$ cat src/rtl/multicycle_ctrl.sv
// Multi-cycle instruction sequencer: FETCH -> DECODE -> EXECUTE -> WRITE_BACK, plus HALT.
// Emits datapath strobes combinationally from the current state and counts retired instructions.
module multicycle_ctrl #(
    parameter int unsigned   OPW       = 4,
    parameter int unsigned   FLAGW     = 4,
    parameter int unsigned   Z_BIT     = 3,
    parameter int unsigned   CNTW      = 8,
    parameter logic [OPW-1:0] OP_MOV    = OPW'(5),
    parameter logic [OPW-1:0] OP_JMP    = OPW'(6),
    parameter logic [OPW-1:0] OP_JZ     = OPW'(7),
    parameter logic [OPW-1:0] OP_ALU_LO = OPW'(8),
    parameter logic [OPW-1:0] OP_ALU_HI = OPW'(14),
    parameter logic [OPW-1:0] OP_HALT   = OPW'(15)
) (
    input  logic             clk,
    input  logic             reset,
    input  logic [OPW-1:0]   opcode,
    input  logic [FLAGW-1:0] status_reg,
    input  logic             mem_ready,
    input  logic             resume,
    output logic             fetch_req,
    output logic             ir_load_en,
    output logic             reg_write_en,
    output logic             alu_en,
    output logic             jump_en,
    output logic             halt,
    output logic [OPW-1:0]   alu_opcode,
    output logic             illegal_op,
    output logic [CNTW-1:0]  retired,
    output logic [2:0]       state_o
);

    typedef enum logic [2:0] {
        StFetch     = 3'd0,
        StDecode    = 3'd1,
        StExecute   = 3'd2,
        StWriteBack = 3'd3,
        StHalt      = 3'd4
    } state_e;

    state_e          state_q, state_d;
    logic [CNTW-1:0] retired_q, retired_d;

    logic is_alu, is_mov, is_jmp, is_jz, is_halt, is_legal;

    assign is_alu   = (opcode >= OP_ALU_LO) && (opcode <= OP_ALU_HI);
    assign is_mov   = (opcode == OP_MOV);
    assign is_jmp   = (opcode == OP_JMP);
    assign is_jz    = (opcode == OP_JZ);
    assign is_halt  = (opcode == OP_HALT);
    assign is_legal = is_alu || is_mov || is_jmp || is_jz || is_halt;

    always_comb begin
        state_d      = state_q;
        retired_d    = retired_q;
        fetch_req    = 1'b0;
        ir_load_en   = 1'b0;
        reg_write_en = 1'b0;
        alu_en       = 1'b0;
        jump_en      = 1'b0;
        halt         = 1'b0;
        alu_opcode   = '0;
        illegal_op   = 1'b0;

        case (state_q)
            StFetch: begin
                fetch_req  = 1'b1;
                ir_load_en = mem_ready;
                if (mem_ready) state_d = StDecode;
            end
            StDecode: begin
                illegal_op = !is_legal;
                state_d    = is_halt ? StHalt : StExecute;
            end
            StExecute: begin
                if (is_alu) begin
                    alu_en     = 1'b1;
                    alu_opcode = opcode;
                    state_d    = StWriteBack;
                end else if (is_jmp || is_jz) begin
                    // Branches retire here and skip WRITE_BACK, taken or not.
                    jump_en   = is_jmp ? 1'b1 : status_reg[Z_BIT];
                    state_d   = StFetch;
                    retired_d = retired_q + CNTW'(1);
                end else begin
                    state_d = StWriteBack;
                end
            end
            StWriteBack: begin
                // Illegal opcodes complete as NOPs: retired, but nothing written.
                reg_write_en = is_alu || is_mov;
                state_d      = StFetch;
                retired_d    = retired_q + CNTW'(1);
            end
            StHalt: begin
                halt = 1'b1;
                if (resume) state_d = StFetch;
            end
            default: state_d = StFetch;
        endcase
    end

    always_ff @(posedge clk or negedge reset) begin
        if (!reset) begin
            state_q   <= StFetch;
            retired_q <= '0;
        end else begin
            state_q   <= state_d;
            retired_q <= retired_d;
        end
    end

    assign retired = retired_q;
    assign state_o = state_q;

endmodule

$ cat config.mk
export PLATFORM = sky130hd
export DESIGN_NAME = multicycle_ctrl
export DESIGN_NICKNAME = d
export VERILOG_FILES = /design/src/rtl/multicycle_ctrl.sv
export SDC_FILE = /design/constraint.sdc
export NUM_CORES = 1
export LEC_CHECK = 0
export CAP_MARGIN = 25
export CORE_ASPECT_RATIO = 1.25
export CORE_MARGIN = 5
export CORE_UTILIZATION = 38
export DETAILED_ROUTE_END_ITERATION = 6
export GPL_TIMING_DRIVEN = 0
export PLACE_DENSITY = 0.84
export SLEW_MARGIN = 20
export SYNTH_ARGS = -nofsm -noshare
export SYNTH_HDL_FRONTEND = slang
export SYNTH_SLANG_ARGS = --single-unit
$ cat constraint.sdc
create_clock -name clk -period 3.3 [get_ports clk]
set_input_delay 0.495 -clock clk [delete_from_list [all_inputs] [get_ports clk]]
set_output_delay 0.495 -clock clk [all_outputs]
set_load 0.01 [all_outputs]
## Yosys cells after proc, flatten, opt, wreduce, memory -nomap -nowiden

Index checks and enable logic that the tools add are counted.
Widths: inputs -> output; s select.

- Flip-flop bits (word level): 11
- Input port bits: 12
- Output and inout port bits: 22
- Logic and storage cells: 50

- Add/subtract/negate cells: 1
- $lt $le $gt $ge: 2
- Equality and inequality tests: 12
- Mux-type cells: 22
- Reduce and logical (&&, ||, !) cells: 11

Operator list:

| kind | number |
|---|---|
| $mux 8 | 2 |
| $pmux 8 s2 | 1 |
| $eq 4x3->1 const B | 3 |
| $pmux 3 s4 | 1 |
| $mux 1 | 11 |
| $mux 3 | 3 |
| $add 8x1->8 const B | 1 |
| $mux 4 | 2 |
| $ne 2x2->1 const B | 4 |
| $eq 3x2->1 const B | 2 |
| $logic_or 1x1->1 | 5 |
| $eq 4x4->1 const B | 1 |
| $ge 4x4->1 const B | 1 |
| $le 4x4->1 const B | 1 |
| $mux 2 | 2 |
| $eq 3x1->1 const B | 1 |
| $eq 3x3->1 const B | 1 |
| $logic_not 3->1 | 1 |
| $reduce_and 3->1 | 1 |
| $reduce_and 2->1 | 1 |
| $reduce_bool 2->1 | 1 |
| $logic_and 1x1->1 | 1 |
| $logic_not 1->1 | 1 |

## Depth between registers and ports, before layout

Gate-level depths: netlist of run 1.

- Depth after elaboration: 8
- Gate-level depth with buffers: 5
- Depth with buffers taken out: 4

## Worst setup path before layout of run 1

Ideal clock, no wire load.

- Kind: register -> output
- Start point: reg state_q[0], in the netlist state_o[0]
- End point: out ir_load_en
- Arrival: 1,306 ps
- Data required time: 2,805 ps
- Path slack: 1,499 ps
- Cell stages (with the launch flop): 5
- Path buffers: 2
- Path through: dfrtp_1 > buf_2 > buf_4 > nor3_1 > and2_1

- Word-level cells in the longest chain between the ends: 2

Ends and longest elaborated chain:

| what | line | source |
|---|---|---|
| start: declaration | 41 | `state_e state_q, state_d;` |
| start signal: assignment | 105 | `state_q <= StFetch;` |
| start signal: assignment | 108 | `state_q <= state_d;` |
| $logic_not 3->1 | 65 | `case (state_q)` |
| $mux 1 | 65 |  |
| end: declaration | 22 | `output logic ir_load_en,` |

No other way between the ends.

## Worst setup path in the final report of run 1

- Start point: in opcode[2]
- End point: out alu_opcode[1]

- Word-level cells in the longest chain between the ends: 4
- Elaborated cells on any way between the ends: 5
- Classes of those cells: order compare (2); mux (2); reduce/logical (1)

Ends and longest elaborated chain:

| what | line | source |
|---|---|---|
| start: declaration | 17 | `input logic [OPW-1:0] opcode,` |
| $ge 4x4->1 or $le 4x4->1 (tied branches) | 46 | `assign is_alu = (opcode >= OP_ALU_LO) && (opcode <= OP_ALU_HI);` |
| $logic_and 1x1->1 (*) | 46 |  |
| $mux 4 (*) | 76 | `if (is_alu) begin` |
| $mux 4 (*) | 65 |  |
| end: declaration | 27 | `output logic [OPW-1:0] alu_opcode,` |

Every way passes the cells marked *; elsewhere a longest branch is shown, timed or not.

==> results of run 1 <==
[state kept, by name (all words and copies together) (netlist names)]
register,cells
retired,8
state_o,3
[final cells by class]
cell class | instances | area, sq um | share of cell area [%]
Sequential cell | 11 | 275 | 25.3
Timing Repair Buffer | 29 | 290 | 26.7
Clock buffer | 4 | 26.3 | 2.42
Buffer | 6 | 57.6 | 5.30
Tap cell | 20 | 25.0 | 2.30
Inverter | 1 | 3.75 | 0.346
Multi-Input combinational cell | 52 | 408 | 37.6
[synthesized netlist by cell type, types with 2 or more instances]
cell type | number | share of area [%]
sky130_fd_sc_hd__and2_1 | 4 | 3.4
sky130_fd_sc_hd__nand2_1 | 2 | 1.0
sky130_fd_sc_hd__buf_6 | 4 | 6.0
sky130_fd_sc_hd__nor3b_1 | 2 | 2.0
sky130_fd_sc_hd__o2111ai_1 | 3 | 3.5
sky130_fd_sc_hd__and4_1 | 2 | 2.4
sky130_fd_sc_hd__nor2_1 | 4 | 2.0
sky130_fd_sc_hd__o211ai_1 | 3 | 3.0
sky130_fd_sc_hd__xnor2_1 | 8 | 9.4
sky130_fd_sc_hd__o21ai_0 | 3 | 2.0
sky130_fd_sc_hd__dfrtp_1 | 11 | 37
sky130_fd_sc_hd__nor3_1 | 2 | 1.3
sky130_fd_sc_hd__and3_1 | 4 | 3.4
[logic make-up after synthesis]
kind of cell | after synthesis | synth area share, %
adders and majority gates | 1 | 1.68
xor gates and xnor gates | 8 | 9.41
AOI/OAI and AO/OA | 15 | 18.2
buffers and inverters | 7 | 8.23
and+or+nand+nor | 27 | 23.5
DFF | 11 | 37.0
muxes | 1 | 2.02
[metal layers]
layer / up-vias / GRT usage [%] / wire [um]
li1: 324 / - / -
met2: 21 / 21.6 / 884
met4: 0 / 5.62 / 24
met1: 304 / 15.3 / 763
met3: 4 / 2.27 / 106
met5: - / 0 / 0
[path summary, 6_finish.rpt]
| path | startpoint | to | slack, ns | cells after the start |
|---|---|---|---|---|
| max in group asynchronous | reset | state_o[2]$_DFFE_PN0P_ | 2.43 | 1 |
| worst min register to register | retired[7]$_DFFE_PN0P_ | retired[7]$_DFFE_PN0P_ | 0.47 | 1 |
| worst max register to register | state_o[1]$_DFFE_PN0P_ | retired[1]$_DFFE_PN0P_ | 1.97 | 5 |
| worst min-delay path | retired[7]$_DFFE_PN0P_ | retired[7]$_DFFE_PN0P_ | 0.47 | 1 |
| worst max-delay path | opcode[2] | alu_opcode[1] | 0.57 | 5 |
| min in group asynchronous | reset | retired[7]$_DFFE_PN0P_ | 0.55 | 1 |
[critical path: cells and delay by family]
family        cells  cell delay (ns)
buf+inv           2             1.04
simple gates      3             0.71
[power groups by stage]
stage               Sequential [mW]  Clock, mW  Combinational [mW]
floorplan                     0.244          0               0.270
global placement              0.229          0               0.480
detailed placement            0.232          0               0.494
CTS                           0.232     0.0935               0.496
global route                  0.240     0.0962               0.531
finish                        0.232     0.0892               0.491
[per-stage QoR]
| stage | setup slack, ns | total power [mW] | cells | area, sq um |
|---|---|---|---|---|
| 4_1_cts | 0.558 | 0.821 | 123 | 1090 |
| 2_1_floorplan | 1.50 | 0.514 | 70 | 744 |
| 3_5_place_dp | 0.560 | 0.726 | 119 | 1060 |
| 5_1_grt | 0.462 | 0.868 | 123 | 1090 |
| 6_report | 0.567 | 0.813 | 123 | 1090 |
| 3_3_place_gp | 0.584 | 0.709 | 119 | 1060 |
==> impl_summary.txt, run 1 <==
----------------------------------------------------
[Setup path]
  CP dominant cell by count ... sky130_fd_sc_hd__clkdlybuf4s50_1
  Slowest cell on the critical path ... sky130_fd_sc_hd__clkdlybuf4s50_1
  Endpoint type of the worst setup path ... output port
  Slowest cell delay on critical path ... 0.54 ns
  Required time of the worst setup path ... 2.80 ns
  Critical Path AT ... 2.24 ns
  Type of element launching the critical path ... input pin
  Critical path, cell by cell ... clkdlybuf4s50_1, and3_1, and4bb_1, and2_1, clkdlybuf4s50_1
  Critical setup path kind ... input pin to output port
  Critical path peak fanout ... 7

[CTS]
  Clock slew at the register clock pins of the worst setup and hold paths ... 0.07 ns
  H-tree depth reported by CTS ... 1
  Clock tree root buffer cell ... sky130_fd_sc_hd__clkbuf_4
  Clk sink count ... 11
  Latest clock arrival within the worst-skew pair ... 0.26 ns
  # Post-CTS Setup Buffers ... 0
  Clk buf depth ... 2
  PostCTS Resize Cnt ... 0
  Clock buffers created by TritonCTS ... 3
  Clock tree from TritonCTS ... done
  Post-CTS Hold Buffers ... 0

[STA]
  Clock period minus final worst setup slack ... 2.73 ns
  Setup repair after global routing missed its margin ... no
  WHS ... 0.474 ns
  Finish-stage setup viols ... 0
  Peak clock frequency supported by timing ... 366 MHz
  Portion of the clock cycle consumed by the worst path in the final layout ... 82.8%
  Max_slew headroom ... 68.9%
  Number of failing hold endpoints at the final stage ... 0
  Clock tree skew after final layout ... 0.00404 ns
  Transition at the pin with the smallest max-transition slack ... 0.466 ns
  Total count of max-transition violations in the final report ... 0
  Setup_tns ... 0 ns

[Place]
  RD Place Congestion ... 0.775
  Number of port buffers ... 29
  Hpwl dp ... 1350 um

[Detailed routing]
  Total number of vias ... 653
  DRC violations left ... 0
  Vias per Instance ... 5.31
  Total routed wirelength ... 1780 um
  Starting DRT DRC Count ... 4
  Routed length per placed instance ... 14.5 um
  Number of nets with antenna violations after detailed routing ... 0
  TritonRoute pass-1 iters ... 3

[Layout]
  Highest-count cells in the layout ignoring fill and taps ... 29 x sky130_fd_sc_hd__clkdlybuf4s50_1, 11 x sky130_fd_sc_hd__dfrtp_1, 8 x sky130_fd_sc_hd__xnor2_1
  Net total in the final layout ... 117
  Most common cell after layout, fill and taps aside ... sky130_fd_sc_hd__clkdlybuf4s50_1
  Number of diodes added for antenna fixing ... 0
  Share of final-layout standard cells stronger than drive strength 1 ... 13.6%
  Fin util ... 56.7%
  Area growth syn-to-layout ... 45.9%
  Count of fill cells added during filler insertion ... 181

[Hold path]
  Tightest Hold Check Type ... flop to flop

[Die]
  I/O pin count ... 34
  Core Region ... 1910 sq um
  Overall die area ... 2950 sq um
  Initial Util ... 38.9%
  Num rows ... 18
  Chip height ... 59.5 um
  Width of the die ... 49.6 um

[Logic synthesis]
  Syn nets ... 83
  Share of flip-flops with an asynchronous set or reset after synthesis ... 100%
  Cell Area, Synth ... 744 sq um
  Synth warnings ... 0
  #FFs+latches synth ... 11
  Sequential area share after synthesis ... 37.0%
  Ys flop type ... sky130_fd_sc_hd__dfrtp_1
  Distinct cell type count after synthesis ... 31
  Synth Instances ... 70
  Number of enable flip-flop cells after synthesis ... 0
  Average instance area after synthesis ... 10.6 sq um

[Global route]
  Grt ovf ... 0
  Via count of the first global-routing pass ... 633
  Antenna violations before repair ... 0
  Wire length of the first global-routing pass ... 2980 um
  Pin count of the biggest net entering global routing ... 12
  Total routing resource utilization after global routing ... 12.7%

[Power]
  Total power per unit cell area ... 748 nW/um^2
  P_sw ... 0.311 mW
  Share of total power in combinational logic ... 60.4%
  Switching part of the total ... 38.2%
  Internal power ... 0.502 mW
  Maximum vdd drop ... 0.385 mV
  Part of the total power dissipated in the clock network ... 11.0%
  Leakage power figure ... 0.436 nW
  Part of the total power dissipated in sequential elements ... 28.6%

[Outcome]
  Result of the run ... finished, final reports clean

[Run]
  Number of max-cap violations ... 0

----------------------------------------------------
No activity file was read; power rests on OpenSTA's default activity.
==> inputs of run 2 (changes only) <==
==> constraint.sdc (replaced) <==
create_clock -name clk -period 2.8 [get_ports clk]
set_input_delay 0.42 -clock clk [delete_from_list [all_inputs] [get_ports clk]]
set_output_delay 0.42 -clock clk [all_outputs]
set_load 0.01 [all_outputs]
==> results of run 2 <==
The final DEF is identical to that of run 1. Status: finished, final reports clean.
Among the figures that moved: setup slack after placement 0.560 ns -> 0.210 ns; clock-pin slew on the worst setup and hold paths 0.07 ns -> 0.06 ns; setup slack after layout 0.567 ns -> 0.217 ns; hold slack 0.474 ns -> 0.442 ns; register-to-register setup slack 1.97 ns -> 1.47 ns; end point of the worst hold path retired[7]$_DFFE_PN0P_ -> state_o[2]$_DFFE_PN0P_; total power 0.813 mW -> 0.958 mW; worst IR drop on VDD 0.385 mV -> 0.454 mV
==> inputs of run 3 (changes only) <==
--- a/config.mk
+++ b/config.mk
@@ -5,6 +5,7 @@
 export SDC_FILE = /design/constraint.sdc
 export NUM_CORES = 1
 export LEC_CHECK = 0
+export ABC_CLOCK_PERIOD_IN_PS = 2800
 export CAP_MARGIN = 25
 export CORE_ASPECT_RATIO = 1.25
 export CORE_MARGIN = 5
==> results of run 3 <==
The final DEF is identical to that of run 1. Status: finished, final reports clean.
Among the figures that moved: setup slack after placement 0.560 ns -> 0.210 ns; clock-pin slew on the worst setup and hold paths 0.07 ns -> 0.06 ns; setup slack after layout 0.567 ns -> 0.217 ns; hold slack 0.474 ns -> 0.442 ns; register-to-register setup slack 1.97 ns -> 1.47 ns; end point of the worst hold path retired[7]$_DFFE_PN0P_ -> state_o[2]$_DFFE_PN0P_; total power 0.813 mW -> 0.958 mW; worst IR drop on VDD 0.385 mV -> 0.454 mV
==> RTL change (settings of run 2) <==
Set the parameter `OPW` to 5 (it was 4).
--- a/src/rtl/multicycle_ctrl.sv
+++ b/src/rtl/multicycle_ctrl.sv
@@ -2,5 +2,5 @@
 // Emits datapath strobes combinationally from the current state and counts retired instructions.
 module multicycle_ctrl #(
-    parameter int unsigned   OPW       = 4,
+    parameter int unsigned   OPW       = 5,
     parameter int unsigned   FLAGW     = 4,
     parameter int unsigned   Z_BIT     = 3,
Interface: changed (resized alu_opcode and opcode); port bits go from 34 to 36. No check against the original RTL was run, so the function may have changed too.
==> RTL change against run 2 <==
Synthesized area decreased by 2.7%. Final cell count increased by 3.3%. Clock skew decreased by 0.00078 ns. Power decreased by 12%. Largest cell class unchanged. Critical path type unchanged. Non-clock buffer count unchanged. Combinational power decreased by 21%. Sequential cell count unchanged. Wire length increased by 1.0%. Design area decreased by 0.12%. Setup slack improved by 0.064 ns.
==> RTL change: results (changes against run 2) <==
[outcome]
status = completed  ; unchanged

[power_and_ir_drop]
p_comb_frac = 0.542  ; was 0.604
cellLeakagePower_nw = 0.453  ; was 0.436 nW
internal_power_uw = 523  ; was 592 uW
ir_worst_vdd_mv = 0.383  ; was 0.454 mV

[worst_setup_path]
crit_end = jump_en  ; was alu_opcode[1]
ff2ff_path_depth = 4  ; was 5

[grt]
grt_pass1_wl_um = 3150  ; was 2980 um
grt_use_total = 0.138  ; was 0.127
grt_pass1_vias = 736  ; was 633

[final_layout]
final_layout_size_suffix_gt1_frac = 0.120  ; was 0.136

[synth]
synth_nets = 87  ; was 83
synthMuxAreaShare = 0.0207  ; was 0.0202
ys_top_cells_by_area = dfrtp_1, xnor2_1, o2111ai_1  ; was dfrtp_1, xnor2_1, buf_6
synth_compound_gate_area_share = 0.162  ; was 0.182
async_flop_share = 1.00  ; unchanged
yosys.area_share.xor_xnor = 0.0846  ; was 0.0941
yosys-top-cells-count = dfrtp_1, xnor2_1, and2_1, and3_1, nand2_1  ; was dfrtp_1, xnor2_1
synthAdderAreaFrac = 0.0173  ; was 0.0168

[routing]
routed_via_density = 5.46  ; was 5.31
post_drt_wl_per_cell_um = 14.1  ; was 14.5 um

[placed_design]
hpwl_um = 1440  ; was 1350 um
gp_congestion = 0.852  ; was 0.775
place.port_buffers = 31  ; was 29
place_area_um2 = 1060  ; about the same

[hold_path]
worstHoldPathType = in -> async  ; was in -> reg

==> RTL change: worst min-delay path by stage <==
stage	startpoint	end	slack (ns)	cells past startpoint
2_1_floorplan	reset	retired[0]	0.12	0
6_report	reset	retired[4]	0.48	1
3_5_place_dp	retired[7]	retired[7]	0.47	1
4_1_cts	reset	retired[4]	0.50	1
5_1_grt	reset	retired[3]	0.51	1
3_3_place_gp	retired[7]	retired[7]	0.46	1
==> RTL change: cells by family after synthesis <==
family                     after synthesis
other                                    1
adders and majority gates                1
DFF                                     11
xor gates and xnor gates                 7
muxes                                    1
and+or+nand+nor                         32
AOI/OAI and AO/OA                       14
buffers and inverters                    6
==> RTL change: power by group through the flow <==
stage,Sequential (mW),Combinational [mW],Clock [mW]
4_1_cts,0.279,0.463,0.111
5_1_grt,0.288,0.497,0.121
2_1_floorplan,0.289,0.230,0
6_report,0.278,0.455,0.106
3_3_place_gp,0.279,0.449,0
3_5_place_dp,0.281,0.462,0
==> RTL change: area by class of cell <==
class | count | area (um2)
Multi-Input combinational cell | 56 | 410
Inverter | 2 | 7.51
Sequential cell | 11 | 275
Buffer | 4 | 31.3
Timing Repair Buffer | 31 | 310
Fill cell | 164 | 702
Clock buffer | 4 | 26.3
Tap cell | 19 | 23.8
==> RTL change: metal layers <==
layer | wire length (um) | vias to the layer above | global-route usage
met1 | 683 | 319 | 0.137
li1 | - | 338 | -
met3 | 229 | 4 | 0.0582
met2 | 863 | 33 | 0.241
met5 | 0 | - | 0
met4 | 20 | 0 | 0.0769
==> RTL change: metrics by stage <==
| step | util | cells | setup WS (ns) |
|---|---|---|---|
| finish | 0.607 | 127 | 0.281 |
| global route | 0.607 | 127 | 0.132 |
| CTS | 0.607 | 127 | 0.250 |
| detailed placement | 0.592 | 123 | 0.271 |
| global placement | 0.592 | 123 | 0.284 |
| floorplan | - | 73 | 1.12 |
==> RTL change: critical path: stages <==
cell and delay, ns:
clkdlybuf4s50_1 0.55, and4bb_1 0.23, buf_6 0.14, nor3b_1 0.18, clkdlybuf4s50_1 0.57
